$ cat config.mk
export PLATFORM = sky130hd
export DESIGN_NAME = lane_rr_arbiter
export DESIGN_NICKNAME = d
export VERILOG_FILES = /design/src/rtl/lane_rr_arbiter.sv
export SDC_FILE = /design/constraint.sdc
export NUM_CORES = 1
export LEC_CHECK = 0
export ABC_AREA = 1
export CORE_MARGIN = 4
export CORE_UTILIZATION = 40
export DETAILED_ROUTE_END_ITERATION = 8
export PLACE_DENSITY = 0.71
export SLEW_MARGIN = 25
export SYNTH_ARGS = -nofsm -noshare
export SYNTH_HDL_FRONTEND = slang
export SYNTH_SLANG_ARGS = --single-unit
$ cat constraint.sdc
create_clock -name clk8f -period 2.9 [get_ports clk8f]
set_input_delay 0.29 -clock clk8f [delete_from_list [all_inputs] [get_ports clk8f]]
set_output_delay 0.29 -clock clk8f [all_outputs]
set_load 0.01 [all_outputs]
$ cat src/rtl/lane_rr_arbiter.sv
// Round-robin scheduler sharing one byte channel between two show-ahead FIFOs, bursting with
// valid-low gaps between bursts. Define ARB_STATS_EN to add saturating per-port pop counters.
module lane_rr_arbiter #(
    parameter int unsigned MAX_BURST  = 4,
    parameter int unsigned GAP_CYCLES = 1
) (
    input  logic        clk8f,
    input  logic        reset,
    input  logic        fifo_empty_0,
    input  logic [7:0]  fifo_data_0,
    input  logic        fifo_empty_1,
    input  logic [7:0]  fifo_data_1,
    input  logic        almost_full,
    output logic        pop_0,
    output logic        pop_1,
    output logic [7:0]  data_out,
    output logic        valid_out,
    output logic [1:0]  grant
`ifdef ARB_STATS_EN
    ,
    input  logic        stats_clr,
    output logic [15:0] byte_cnt_0,
    output logic [15:0] byte_cnt_1
`endif
);

    typedef enum logic [1:0] {StIdle, StServe0, StServe1, StGap} state_e;

    localparam logic [3:0] MaxBurst = 4'(MAX_BURST);
    localparam logic [2:0] GapLast  = 3'(GAP_CYCLES - 1);

    state_e     state_q;
    logic [3:0] burst_cnt_q;
    logic [2:0] gap_cnt_q;
    logic       last_grant_q;
    logic       burst_room;

    assign burst_room = (burst_cnt_q < MaxBurst);

    // Only the SERVE state of a port may pop it, so the two pops are mutually exclusive.
    assign pop_0 = !reset && (state_q == StServe0) && !fifo_empty_0 && !almost_full && burst_room;
    assign pop_1 = !reset && (state_q == StServe1) && !fifo_empty_1 && !almost_full && burst_room;

    assign grant = {state_q == StServe1, state_q == StServe0};

    always_ff @(posedge clk8f) begin
        if (reset) begin
            state_q      <= StIdle;
            burst_cnt_q  <= 4'd0;
            gap_cnt_q    <= 3'd0;
            last_grant_q <= 1'b1;
            data_out     <= 8'h00;
            valid_out    <= 1'b0;
        end else begin
            valid_out <= pop_0 | pop_1;
            if (pop_0) begin
                data_out <= fifo_data_0;
            end else if (pop_1) begin
                data_out <= fifo_data_1;
            end

            case (state_q)
                StIdle: begin
                    // Port 0 wins when it is the only requester or when port 1 went last.
                    if (!fifo_empty_0 && (fifo_empty_1 || last_grant_q)) begin
                        state_q      <= StServe0;
                        burst_cnt_q  <= 4'd0;
                        last_grant_q <= 1'b0;
                    end else if (!fifo_empty_1) begin
                        state_q      <= StServe1;
                        burst_cnt_q  <= 4'd0;
                        last_grant_q <= 1'b1;
                    end
                end
                StServe0, StServe1: begin
                    if (pop_0 || pop_1) begin
                        burst_cnt_q <= burst_cnt_q + 4'd1;
                    end else begin
                        state_q   <= StGap;
                        gap_cnt_q <= 3'd0;
                    end
                end
                StGap: begin
                    gap_cnt_q <= gap_cnt_q + 3'd1;
                    if (gap_cnt_q == GapLast) begin
                        state_q <= StIdle;
                    end
                end
                default: state_q <= StIdle;
            endcase
        end
    end

`ifdef ARB_STATS_EN
    always_ff @(posedge clk8f) begin
        if (reset || stats_clr) begin
            byte_cnt_0 <= 16'h0000;
            byte_cnt_1 <= 16'h0000;
        end else begin
            if (pop_0 && (byte_cnt_0 != 16'hFFFF)) begin
                byte_cnt_0 <= byte_cnt_0 + 16'd1;
            end
            if (pop_1 && (byte_cnt_1 != 16'hFFFF)) begin
                byte_cnt_1 <= byte_cnt_1 + 16'd1;
            end
        end
    end
`endif

endmodule

# Word level (Yosys, flattened, before mapping)
# Cells that the tools add are included.
[totals]
regBits = 19
inputBits = 21
out_inout_bits = 13
wordCells = 58
[classes]
n_addsub = 2
n_lt_le_gt_ge = 1
eq_ne = 8
mux = 15
bitwise_logic = 1
n_reduce_logical = 25
[op_table]
columns = ["operator", "n"]
rows = [
  ["two-way mux 8 bit", 2],
  ["two-way mux 4 bit", 3],
  ["logical AND 1 bit", 9],
  ["two-way mux 2 bit", 4],
  ["one-hot mux 4 bit (2 select lines)", 1],
  ["!= test 2 bit (second input constant)", 3],
  ["one-hot mux 2 bit (3 select lines)", 1],
  ["one-hot mux 3 bit (2 select lines)", 1],
  ["AND reduction 3 bit", 2],
  ["nonzero test 2 bit", 3],
  ["adder 4 x 1 -> 4 bit (second input constant)", 1],
  ["== test 2 bit (second input constant)", 2],
  ["zero test 1 bit", 4],
  ["< comparator 4 x 3 -> 1 bit (second input constant)", 1],
  ["AND reduction 2 bit", 2],
  ["adder 3 x 1 -> 3 bit (second input constant)", 1],
  ["zero test 3 bit", 1],
  ["two-way mux 3 bit", 1],
  ["!= test 3 bit (second input constant)", 1],
  ["== test 2 x 1 -> 1 bit (second input constant)", 1],
  ["zero test 2 bit", 1],
  ["logical OR 1 bit", 2],
  ["two-way mux 1 bit", 2],
  ["!= test 2 x 1 -> 1 bit (second input constant)", 1],
  ["2 further kinds", 2],
]

# Longest topological paths before layout
[logic_depth]
ltp_word = 8
ltp_mapped = 11
ltp_nobuf = 10

# Least setup slack after synthesis
# No wires, ideal clock.
[synth_timing]
path_kind = "flip-flop to flip-flop"
start = "register state_q[0]"
end = "register burst_cnt_q[2]"
t_arrival_ps = 1308
setup_slack_ps = 1481
stages_incl_launch_ff = 10
period_less_slack_ps = 1419
path_cell_list = "dfxtp_1 inv_1 ha_1 inv_1 nand2_1 nand2_1 inv_1 nand3_1 nand2_1 nor2_2"
[synth_via]
elab_chain_cells = 8
elab_cells_between_ends = 18
classes_between = "eq/ne (4); mux (1); reduce/logical (13)"
[synth_rtl]
columns = ["element", "line", "source"]
rows = [
  ["from (decl)", "32", "state_e state_q;"],
  ["from (signal assigned)", "48", "state_q <= StIdle;"],
  ["from (signal assigned)", "66", "state_q <= StServe0;"],
  ["from (signal assigned)", "70", "state_q <= StServe1;"],
  ["== test 2 x 1 -> 1 bit / == test 2 bit (equally long branches)", "41, 62, 42", ""],
  ["logical AND 1 bit (on tied branches) (4 in a row)", "41, 42", ""],
  ["logical OR 1 bit", "76", "if (pop_0 || pop_1) begin"],
  ["!= test 2 bit (no line)", "n/a", ""],
  ["AND reduction 3 bit (no line)", "n/a", ""],
  ["to (signal assigned)", "77", "burst_cnt_q <= burst_cnt_q + 4'd1;"],
  ["to (decl)", "33", "logic [3:0] burst_cnt_q;"],
]
# Several ways; a longest one is shown, not always the timed one.
# A chain may end at the register's enable or synchronous reset.

# Worst setup path in the final report
[layout_timing]
start = "register state_q[1]"
end = "output pop_0"
[layout_via]
elab_chain_cells = 5
[layout_rtl]
columns = ["element", "line", "source"]
rows = [
  ["== test 2 x 1 -> 1 bit", "41", "assign pop_0 = !reset && (state_q == StServe0) && !fifo_empty_0 && !almost_full && burst_room;"],
  ["logical AND 1 bit (4 in a row)", "41", ""],
  ["to (decl)", "14", "output logic pop_0,"],
]
# No other way between the ends.

==> flow_summary.toml <==
[status]
status = "completed"

[timing]
worst_pin_slew_ns = 0.404
setup_viol = 0
hold_viol = 0
slew_viol_final = 0
slew_headroom = 0.730
period_needed_ns = 2.31
hold_ws_ns = 0.466
rsz0062_at_grt = "no"
fin_crit_sh = 0.798
finalSetupTns_ns = 0
clock.fmax_mhz = 432
fin_skew_ns = 0.00280

[final_layout]
area_delta_synth_final_pct = 34.5
fin_nets = 201
layout.cells.non_filler = 202
final_core_util = 0.563
drive_gt1_frac = 0.105
final_cell_area_sq_um = 1390
antennaDiodeCount = 0
fillers = 244

[worst_setup_path]
worstPathRequired_ns = 2.61
critical_path_class = "reg2out"
cp-end-kind = "output pin"
critPathLaunchType = "register"
cp_data_arrival_time_ns = 2.02
crit_fanout = 11

[global_route]
grt_max_degree = 15
antenna_found_initial = 0
track_usage = 0.148
first_global_vias = 984
grt_overflow = 0
grt_pass1_wl_mm = 4.06

[yosys]
synth_area_leaders = "dfxtp_1 (37%), nand2_1 (9.4%), ha_1 (8.5%), a21oi_1 (7.2%), o21ai_0 (6.3%)"
synth.top_cell.area_share = 0.367
synth_area_leader_cell = "dfxtp_1"
ys_ff_latch = 19
yosysWarnings = 0
yosys.cell_types.count = 22
syn_inst = 139
synth_nets = 167
synth_area_per_cell_sq_um = 7.45
synth-seq-area-share = 0.367
netlist_area_sq_um = 1040

[detailed_routing]
antenna_left = 0
drtIter0Drc = 38
vias = 981
wl_per_cell_um = 11.6
drc = 0
drt_pass1_iterations = 4
via_per_inst = 4.86
wirelength_mm = 2.34

[clock_tree]
cts_buffer_depth = 2
post_cts_buffers = 0
insertion_delay_ns = 0.29
cts_hold_buf = 0
clk_pin_slew_ns = 0.11
cts_resized = 0
cts_inserted_buffers = 3
cts_tree = "built"
ctsHtreeMaxLevel = 1
cts.sinks = 19
root_buffer = "clkbuf_4"

[floorplanning]
die_h_um = 58.9
fp.dieW_um = 58.9
core_sq_um = 2480
initial_utilization = 0.418
rows = 18
die-area_sq_um = 3470
io-pin-count = 34

[placed_design]
dpl_cell_area_sq_um = 1370
gp_congestion = 0.827
port_buffers = 33
dp.cells = 198
detailedPlacementHpwl_mm = 1.86

[run]
maxCapViolations = 0

[power]
power_density_nw_per_um2 = 686
power.leakage_nw = 0.594
ir_drop_uv = 324

[hold_path]
hp-class = "reg2reg"
## synth_stat cells
cell      count
o21ai_1       6
nand3_1      10
clkinv_2      1
ha_1          7
nand2_2       2
nor2_2        4
clkbuf_1      1
nand3_2       2
nor2_1        8
buf_6         3
dfxtp_1      19
nand2_1      26
o21ai_0      13
a21oi_1      15
inv_1        15
nand2_4       1
xnor2_1       1
or2_2         1
a21oi_2       1
nand3b_1      1
inv_2         1
nand3_4       1
## per-stage QoR
step | worst slack, ns | power, mW
global route | 0.348 | 1.05
finish | 0.587 | 0.957
global placement | 0.674 | 0.817
CTS | 0.579 | 0.967
floorplan | 1.48 | 0.684
detailed placement | 0.628 | 0.831
## path summary, 6_finish.rpt
| check | slack, ns | cells past startpoint | start | to |
|---|---|---|---|---|
| setup / recovery | 0.59 | 7 | state_q[1] | pop_0 |
| hold / removal | 0.47 | 2 | burst_cnt_q[3] | burst_cnt_q[3] |
| setup reg to reg | 1.14 | 9 | state_q[1] | gap_cnt_q[0] |
| hold reg to reg | 0.47 | 2 | burst_cnt_q[3] | burst_cnt_q[3] |
## power breakdown
group / leakage (nW) / switching (mW) / internal (mW) / total (mW)
clock: 0.0177 / 0.0846 / 0.0513 / 0.136
combinational: 0.422 / 0.275 / 0.209 / 0.484
sequential: 0.154 / 0.0337 / 0.303 / 0.336
total: 0.594 / 0.394 / 0.563 / 0.957
## worst max-delay path, stage by stage (launching register included)
cell             delay [ns]
dfxtp_1                0.37
inv_1                  0.09
ha_1                   0.17
inv_1                  0.05
nor2_1                 0.10
nand3_2                0.21
clkinv_2               0.18
clkdlybuf4s50_1        0.57
## placed cells by master, fill, tap and decap left out, types with 3 or more instances in the layout
| master | instances |
|---|---|
| a21oi_1 | 15 |
| clkbuf_4 | 3 |
| clkdlybuf4s50_1 | 33 |
| dfxtp_1 | 19 |
| ha_1 | 7 |
| inv_1 | 15 |
| nand2_1 | 26 |
| nand3_1 | 10 |
| nor2_1 | 8 |
| nor2_2 | 4 |
| o21ai_0 | 13 |
| o21ai_1 | 6 |
## state kept, by name (all words and copies together) (netlist names)
register and count:
burst_cnt_q 4, data_out 8, last_grant_q 1, state_q 2
valid_out 1, gap_cnt_q 3
## logic make-up (layout without fill, tap and decap cells)
logic type	count (synthesis)	after routing	synth area share
buffers and inverters	21	54	0.0990
AOI/OAI and AO/OA	35	35	0.173
xor gates and xnor gates	1	1	0.00846
and+or+nand+nor	56	56	0.268
adders and majority gates	7	7	0.0845
DFF	19	19	0.367
## routing by layer
metal  wire length (um)  vias up  GRT usage
met5                  0        -          0
met4                  0        0     0.0291
met3                218        0     0.0526
met2               1050       31      0.246
met1               1070      430      0.185
li1                   -      520          -
## area by class of cell
| type | instances | area [sq um] | area share |
|---|---|---|---|
| inverter | 17 | 65.1 | 0.0467 |
| tap | 30 | 37.5 | 0.0269 |
| clock buffer | 3 | 22.5 | 0.0162 |
| sequential | 19 | 380 | 0.273 |
| clock inverter | 1 | 5.00 | 0.00359 |
| timing repair buffer | 33 | 330 | 0.237 |
| multi-input combinational | 99 | 553 | 0.397 |
Note: power is estimated with default switching activity, not from simulation.
